--- src/rtl/updown_step_counter.sv ---
// rtl/updown_step_counter.sv - up/down counter with variable step, wrap or saturate at MAX, and load
// Flags are registered one-cycle pulses that line up with the count update; tc is combinational.
module updown_step_counter #(
  parameter int unsigned WIDTH = 8,
  parameter int unsigned MAX   = 2**WIDTH - 1,
  parameter bit          SAT   = 1'b0
) (
  input  logic             clk,
  input  logic             rst,
  input  logic             en,
  input  logic             up,
  input  logic [WIDTH-1:0] step,
  input  logic             load,
  input  logic [WIDTH-1:0] load_val,
  output logic [WIDTH-1:0] count,
  output logic             carry,
  output logic             borrow,
  output logic             err,
  output logic             tc
);

  localparam logic [WIDTH-1:0] MAX_W   = WIDTH'(MAX);
  localparam logic [WIDTH:0]   MAX_EXT = (WIDTH+1)'(MAX);
  localparam logic [WIDTH:0]   MOD_EXT = MAX_EXT + 1'b1;

  logic [WIDTH-1:0] count_q, count_d;
  logic             carry_q, carry_d;
  logic             borrow_q, borrow_d;
  logic             err_q, err_d;

  logic [WIDTH:0] cnt_ext;
  logic [WIDTH:0] step_ext;
  logic [WIDTH:0] load_ext;
  logic [WIDTH:0] sum_ext;
  logic [WIDTH:0] short_ext;

  always_comb begin
    cnt_ext   = {1'b0, count_q};
    step_ext  = {1'b0, step};
    load_ext  = {1'b0, load_val};
    sum_ext   = cnt_ext + step_ext;
    // How far below zero a down step would land; only meaningful when step > count.
    short_ext = step_ext - cnt_ext;

    count_d  = count_q;
    carry_d  = 1'b0;
    borrow_d = 1'b0;
    err_d    = 1'b0;

    if (load) begin
      if (load_ext > MAX_EXT) begin
        count_d = MAX_W;
        err_d   = 1'b1;
      end else begin
        count_d = load_val;
      end
    end else if (en) begin
      if (step_ext > MAX_EXT) begin
        err_d = 1'b1;
      end else if (up) begin
        if (sum_ext > MAX_EXT) begin
          carry_d = 1'b1;
          count_d = SAT ? MAX_W : WIDTH'(sum_ext - MOD_EXT);
        end else begin
          count_d = WIDTH'(sum_ext);
        end
      end else begin
        if (step_ext > cnt_ext) begin
          borrow_d = 1'b1;
          count_d  = SAT ? '0 : WIDTH'(MOD_EXT - short_ext);
        end else begin
          count_d = WIDTH'(cnt_ext - step_ext);
        end
      end
    end
  end

  always_ff @(posedge clk or posedge rst) begin
    if (rst) begin
      count_q  <= '0;
      carry_q  <= 1'b0;
      borrow_q <= 1'b0;
      err_q    <= 1'b0;
    end else begin
      count_q  <= count_d;
      carry_q  <= carry_d;
      borrow_q <= borrow_d;
      err_q    <= err_d;
    end
  end

  assign count  = count_q;
  assign carry  = carry_q;
  assign borrow = borrow_q;
  assign err    = err_q;
  assign tc     = up ? (count_q == MAX_W) : (count_q == '0);

endmodule

--- config.mk ---
export PLATFORM = sky130hd
export DESIGN_NAME = updown_step_counter
export DESIGN_NICKNAME = d
export VERILOG_FILES = /design/src/rtl/updown_step_counter.sv
export SDC_FILE = /design/constraint.sdc
export NUM_CORES = 1
export LEC_CHECK = 0
export CELL_PAD_IN_SITES_DETAIL_PLACEMENT = 0
export CELL_PAD_IN_SITES_GLOBAL_PLACEMENT = 1
export CORE_ASPECT_RATIO = 2
export CORE_MARGIN = 5
export CORE_UTILIZATION = 31
export CTS_CLUSTER_DIAMETER = 100
export DETAILED_ROUTE_END_ITERATION = 6
export PLACE_DENSITY = 0.85
export SYNTH_ARGS = -nofsm -noshare
export SYNTH_HDL_FRONTEND = slang
export SYNTH_SLANG_ARGS = --single-unit
--- constraint.sdc ---
create_clock -name clk -period 2.2 [get_ports clk]
set_input_delay 0.44 -clock clk [delete_from_list [all_inputs] [get_ports clk]]
set_output_delay 0.44 -clock clk [all_outputs]
set_load 0.1 [all_outputs]
==> Yosys cells after proc, flatten, opt, wreduce, memory -nomap -nowiden <==
Cells that the tools add are included.
{ "word_totals": {"register_bits": 10, "input_bits": 21, "word_cells": 27} }
{ "op_classes": {"add_sub_neg": 5, "order_cmp": 2, "eq_ne": 1, "n_mux": 14, "reduce_logical": 2} }
{ "ops": {"columns": ["operator", "n"], "rows": [
  ["two-way mux 8 bit", 5],
  ["subtractor 8 bit", 2],
  ["adder 8 x 8 -> 9 bit", 1],
  ["greater-than comparator 9 x 8 -> 1 bit, second input constant", 1],
  ["two-way mux 1 bit", 9],
  ["== test 8 bit, second input constant", 1],
  ["greater-than comparator 8 bit", 1],
  ["zero test 8 bit", 1],
  ["subtractor 1 x 8 -> 8 bit, first input constant", 1],
  ["subtractor 8 x 1 -> 8 bit, second input constant", 1],
  ["nonzero test 2 bit", 1]
]} }

==> Depth between registers and ports, before layout <==
Gate-level depths: netlist (run 1).
{ "logic_depth": {"ltp_word": 6, "ltp_mapped": 10} }

==> Least setup slack after synthesis (run 1) <==
OpenSTA, ideal clock, no wires.
{ "synth_path": {"kind": "register to output", "start": "register count_q[6], in the netlist count[6]", "end": "output tc", "arrival_time_ns": 3.445, "setup_slack_ns": -1.685, "path_stages_with_launch": 3, "path_cell_list": "dfrtp_1 -> nand4_1 -> o31ai_1"} }
{ "synth_between": {"elab_chain_cells": 2, "word_cells_on_any_way": 3, "classes_between": "1 x eq/ne; 1 x mux; 1 x reduce/logical"} }
{ "synth_lines": {"columns": ["element", "line_no", "text"], "rows": [
  ["from (decl)", "26", "logic [WIDTH-1:0] count_q, count_d;"],
  ["from (signal assigned)", "85", "count_q <= count_d;"],
  ["== test 8 bit / zero test 8 bit (equally long branches)", "96", "assign tc = up ? (count_q == MAX_W) : (count_q == '0);"],
  ["two-way mux 1 bit (*)", "96", null],
  ["to (decl)", "19", "output logic tc"]
]} }
Every way passes the cells marked *; elsewhere a longest branch is shown, timed or not.

==> Worst setup path after layout (run 1) <==
{ "layout_path": {"start": "register count_q[0], in the netlist count[0]", "end": "register count_q[6], in the netlist count[6]"} }
{ "layout_between": {"elab_chain_cells": 6, "word_cells_on_any_way": 12, "classes_between": "5 x add/sub; 2 x order compare; 5 x mux"} }
{ "layout_lines": {"columns": ["element", "line_no", "text"], "rows": [
  ["subtractor 8 bit / adder 8 x 8 -> 9 bit (equally long branches)", "43, 41", null],
  ["subtractor 1 x 8 -> 8 bit, or another cell as far along", "70", "count_d = SAT ? '0 : WIDTH'(MOD_EXT - short_ext);"],
  ["two-way mux 8 bit, on equally long branches", "68, 61", null],
  ["two-way mux 8 bit (*)", "60", "end else if (up) begin"],
  ["two-way mux 8 bit (*)", "57", "end else if (en) begin"],
  ["two-way mux 8 bit (*)", "50", "if (load) begin"]
]} }
Every way passes the cells marked *; elsewhere a longest branch is shown, timed or not. The select of a mux whose other input is x is not followed.
A chain may end at the register's enable or synchronous reset.

==> results of run 1 <==
Yosys cell counts, drive strengths merged, types with 2 or more instances:
library cell,number
a21o,3
inv,17
clkbuf,6
a31oi,3
a211oi,2
nor2b,5
a21oi,9
dfrtp,10
xnor2,4
nor3b,5
ha,16
nor3,3
a221o,5
nand3,2
o21ai,6
nor2,7
nand2,7
fa,2
o21a,3
a211o,2
o31ai,3
xor2,2
registers in the layout, indices dropped and copies added, names as in the netlist:
| name | flops |
|---|---|
| borrow | 1 |
| count | 8 |
| carry | 1 |
how the worst max path moves through the flow:
stage / from / depth (start not counted) / end / slack (ns)
after CTS: count[0] / 9 / count[6] / -0.17
final: count[0] / 9 / count[6] / -0.13
after global placement: step[0] / 10 / count[6] / -0.61
after detailed placement: step[0] / 10 / count[6] / -0.63
after global routing: count[0] / 9 / count[6] / -0.23
after floorplan: count[0] / 9 / count[6] / -0.28
final cells by class:
cell class                      count  area share
Inverter                           17      0.0341
Multi-Input combinational cell     99       0.473
Timing Repair Buffer               65       0.291
Tap cell                           48      0.0321
Sequential cell                    10       0.146
Clock buffer                        4      0.0241
stage by stage:
step	total power, mW	utilization	setup slack [ns]
6_report	1.24	0.548	-0.127
5_1_grt	1.32	0.548	-0.234
4_1_cts	1.24	0.541	-0.175
3_5_place_dp	1.00	0.511	-0.634
3_3_place_gp	0.987	0.511	-0.607
2_1_floorplan	0.752	-	-0.280
cells by family (layout without fill, tap and decap cells):
group,count (synthesis),after routing
multiplexers,1,1
XOR/XNOR,6,6
flip-flops,10,10
adder cells (fa/ha/maj),18,18
buffers and inverters,24,86
other,1,1
AND/OR/NAND/NOR,32,32
AO/OA/AOI/OAI,41,41
timing repair:
item / in CTS / in global routing
gates resized for setup: 12 / 8
endpoints found under the setup margin: 7 / 6
pin swaps: 6 / 9
buffers inserted: 2 / 2
power breakdown:
group | switching (mW) | internal, mW
Clock | 0.0705 | 0.127
Sequential | 0.0470 | 0.220
Combinational | 0.440 | 0.338
per-layer routing:
| layer | up-vias | wire length, um |
|---|---|---|
| met4 | 0 | 103 |
| met3 | 10 | 166 |
| li1 | 592 | - |
| met5 | - | 0 |
| met2 | 34 | 1760 |
| met1 | 551 | 1180 |
critical path: stages (launching register included):
cell      delay (ns)
dfrtp_4         0.49
ha_4            0.18
fa_2            0.34
nor2b_4         0.13
o21a_1          0.19
o31ai_2         0.17
nand2b_1        0.09
o21a_1          0.18
xnor2_1         0.12
a221o_1         0.31
==> results.toml, run 1 <==
[logic_synthesis]
synthAdderAreaFrac = 0.217
synth_area_leader_cell = "dfrtp_1"
synthSimpleGateAreaFrac = 0.149
synth_top_family_by_area = "compound AO/OA/AOI/OAI gates"
yosys_warnings = 0
ys.flop_type = "dfrtp_1"
synth.mux.area_fraction = 0.00906
ys_async_sr_fraction = 1.00
syn_nets = 172
syn_inst = 133
yosysSeqAreaShare = 0.227
synthDistinctLibCells = 34
synth.avg_cell_area_um2 = 8.31
synth_compound_area_frac = 0.262
synth_xor_area_frac = 0.0476
synth_area_leaders = "dfrtp_1 23%, ha_1 18%, inv_1 5.4%, a221o_1 4.5%, a21oi_1 4.1%"
syn_area_um2 = 1100
synth_edf_count = 0
synth_top_area_frac = 0.227
synth-seq-cells = 10

[timing]
fin_tns_setup_ns = -0.138
hold_viol_final = 0
clock-skew-final_ns = 0.00729
finalCritPeriodShare = 1.06
whs_ns = 0.484
timing.fmax_mhz = 430
grt_setup_unrepaired = "true"
fin_ws_ns = -0.127
slew_viol_final = 0
period_minus_slack_ns = 2.33
setup_viol = 2

[cts]
cts_sinks = 10
clockBufferDepth = 2
ctsHoldBuffers = 0
cts_root_buf = "clkbuf_8"
cts_made_buffers = 3
htree_levels = 1
clk_pin_slew_ns = 0.05
worstSkewPairLatency_ns = 0.24
cts_tree = "done"

[grt]
grt_pass1_wl_um = 5310
use_met2 = 0.266
grtUsageMet3 = 0.0221
overflow = 0
grt_pass1_vias = 1285
grt_use_met1 = 0.140
grt_max_degree = 17
grt-busiest-layer = "met2"
antenna_found_initial = 0
track_usage = 0.140

[placed_design]
routabilityCongestion = 0.860
numPlacedInstances = 235
dpl_cell_area_um2 = 1750
portBuffers = 31
hpwl_um = 2680

[drt]
route.detailed.drc = 0
wl_per_cell_um = 13.2
viasPerCell = 4.88
vias = 1187
finalWirelength_um = 3210
detail_route.iter0.violations = 15
firstDrtPassIters = 4
ant_nets = 0

[setup_path]
reg2regPathDepth = 9
startpoint_type = "register"
worstPathArrival_ns = 2.44
crit_path_max_fanout = 2
reg2reg_slack_ns = -0.13
crit_type = "reg -> reg"
crit_required_ns = 2.31
rr_endpoint = "count[6]"
r2r_start = "count[0]"
critPathCaptureType = "register"

[finish]
drive_above_1_share = 0.395
instances_no_fill = 243
antenna_cells = 0
final_cell_area_um2 = 1870
final_common_cell = "buf_4"
nets = 235
syn_to_final_growth_pct = 69.3
multi_input_area_um2 = 885
final_cell_mix = "44 x buf_4, 15 x clkdlybuf4s50_1, 12 x inv_1"
seq_area_um2 = 273
nFillCells = 310

[min_path]
worstHoldPathType = "in -> async"

[run]
maxCapViolCount = 0

[power]
vdd_drop_max_mv = 0.354
p_per_area_nw_per_um2 = 664
leakage_nw = 0.883

[run_status]
violations = "setup timing"
status = "complete, but fails checks"

[floorplan]
die_y_um = 94.4
dieWidth_um = 52.2
dieArea_um2 = 4930
num_rows = 30
core_area_um2 = 3420
start_util = 0.323
num_io_pins = 33
(Power assumes the default switching activity.)
==> inputs of run 2 (changes only) <==
CORE_UTILIZATION = 32   (was 31)
CTS_BUF_LIST = sky130_fd_sc_hd__clkbuf_8   (was not set)
PLACE_DENSITY = 0.87   (was 0.85)
==> results.toml, run 2 (synthesis results as in run 1) <==
[floorplan]
start_util = 0.327
dieWidth_um = 51.6
num_io_pins = 33
num_rows = 30
dieArea_um2 = 4800
die_y_um = 93.1
core_area_um2 = 3380

[setup_path]
slowest_delay_ns = 0.33
crit_required_ns = 2.32
r2r_start = "count[0]"
cp_common_cell = "o21a_1"
startpoint_type = "input port"
crit_start = "step[0]"
worstPathArrival_ns = 2.49
crit_type = "in -> reg"
critPathSlowestCell = "fa_2"
crit_path_max_fanout = 2
reg2regPathDepth = 9
rr_endpoint = "count[6]"
critPathCaptureType = "register"
path_cells = "dlygate4sd2_1, ha_4, fa_2, nor2b_4, o21a_1, o31ai_1, nand2b_1, o21a_1, xnor2_1, a221o_1"
reg2reg_slack_ns = -0.15

[finish]
largest_register_ffs = 8
nets = 233
drive_above_1_share = 0.404
instances_no_fill = 225
antenna_cells = 0
final_common_cell = "buf_4"
final_cell_area_um2 = 1880
final_core_util = 0.558
syn_to_final_growth_pct = 70.6
final_cell_mix = "39 x buf_4, 16 x clkdlybuf4s50_1, 12 x inv_1"

[cts]
clk_pin_slew_ns = 0.05
cts_sinks = 10
worstSkewPairLatency_ns = 0.24
cts_tree = "done"
htree_levels = 1
ctsHoldBuffers = 0
clockBufferDepth = 2
cts_made_buffers = 3
cts_root_buf = "clkbuf_8"

[run_status]
violations = "setup timing"
status = "complete, but fails checks"

[timing]
period_minus_slack_ns = 2.36
slew_viol_final = 0
clock-skew-final_ns = 0.00171
timing.fmax_mhz = 423
fin_ws_ns = -0.163
fin_tns_setup_ns = -0.458
grt_setup_unrepaired = "true"
hold_viol_final = 0
setup_viol = 5
finalCritPeriodShare = 1.07
whs_ns = 0.479

[drt]
firstDrtPassIters = 4
detail_route.iter0.violations = 25
vias = 1241
met3_length_um = 126
met2_length_um = 2240
wl_met1_um = 1200
ant_nets = 0
viasPerCell = 5.52
finalWirelength_um = 3720
highest_layer = "met4"
wl_per_cell_um = 16.5
route.detailed.drc = 0

[grt]
antenna_found_initial = 0
grt_pass1_wl_um = 5930
track_usage = 0.161
overflow = 0
grt_max_degree = 17
grt_pass1_vias = 1287

[min_path]
worstHoldPathType = "in -> async"

[power]
leakage_nw = 0.895
vdd_drop_max_mv = 0.355
p_per_area_nw_per_um2 = 695

[placed_design]
dpl_cell_area_um2 = 1700
portBuffers = 31
hpwl_um = 2810
routabilityCongestion = 0.790
numPlacedInstances = 216

[run]
maxCapViolCount = 0
## run 2: area by class of cell
class                           instances  area [um2]
Timing Repair Buffer                   63         549
Sequential cell                        10         273
Tap cell                               32        40.0
Multi-Input combinational cell         99         901
Fill cell                             297        1490
Clock buffer                            4        55.1
Inverter                               17        66.3
## run 2: metal layers
layer,vias up,track usage
met5,-,0
met4,0,0.0788
met3,11,0.0159
met2,50,0.322
met1,594,0.151
li1,586,-
## run 2: worst max path at each step
stage / to / slack, ns / cells after the start
floorplan: count[6] / -0.28 / 9
global placement: count[6] / -0.61 / 10
detailed placement: count[6] / -0.64 / 10
CTS: count[6] / -0.16 / 9
global route: count[6] / -0.26 / 10
finish: count[6] / -0.16 / 10
## run 2: through the flow
| stage | power [mW] | worst slack (ns) |
|---|---|---|
| final | 1.31 | -0.163 |
| after global routing | 1.38 | -0.255 |
| after CTS | 1.27 | -0.163 |
| after detailed placement | 1.00 | -0.636 |
| after global placement | 0.987 | -0.612 |
| after floorplan | 0.752 | -0.280 |
## run 2: critical path: cells and delay by family
kind,cells,cell delay (ns)
compound gates,4,0.86
fa+ha+maj,2,0.51
buf+inv,1,0.30
simple gates,2,0.23
xor+xnor,1,0.13
## run 2: timing repair
action / in CTS / in global routing
endpoints found under the setup margin: 6 / 7
pin swaps: 4 / 11
gates resized for setup: 7 / 18
setup buffers: 4 / 1
## run 2: power by group
group / internal (mW) / switching (mW) / leakage (nW)
logic: 0.340 / 0.464 / 0.751
registers: 0.220 / 0.0509 / 0.115
clock network: 0.158 / 0.0786 / 0.0288
==> inputs of run 3 (changes only) <==
GPL_ROUTABILITY_DRIVEN = 0   (was not set)
==> results of run 3 <==
Same layout as run 2: the final DEF is identical, and so are final timing and power.
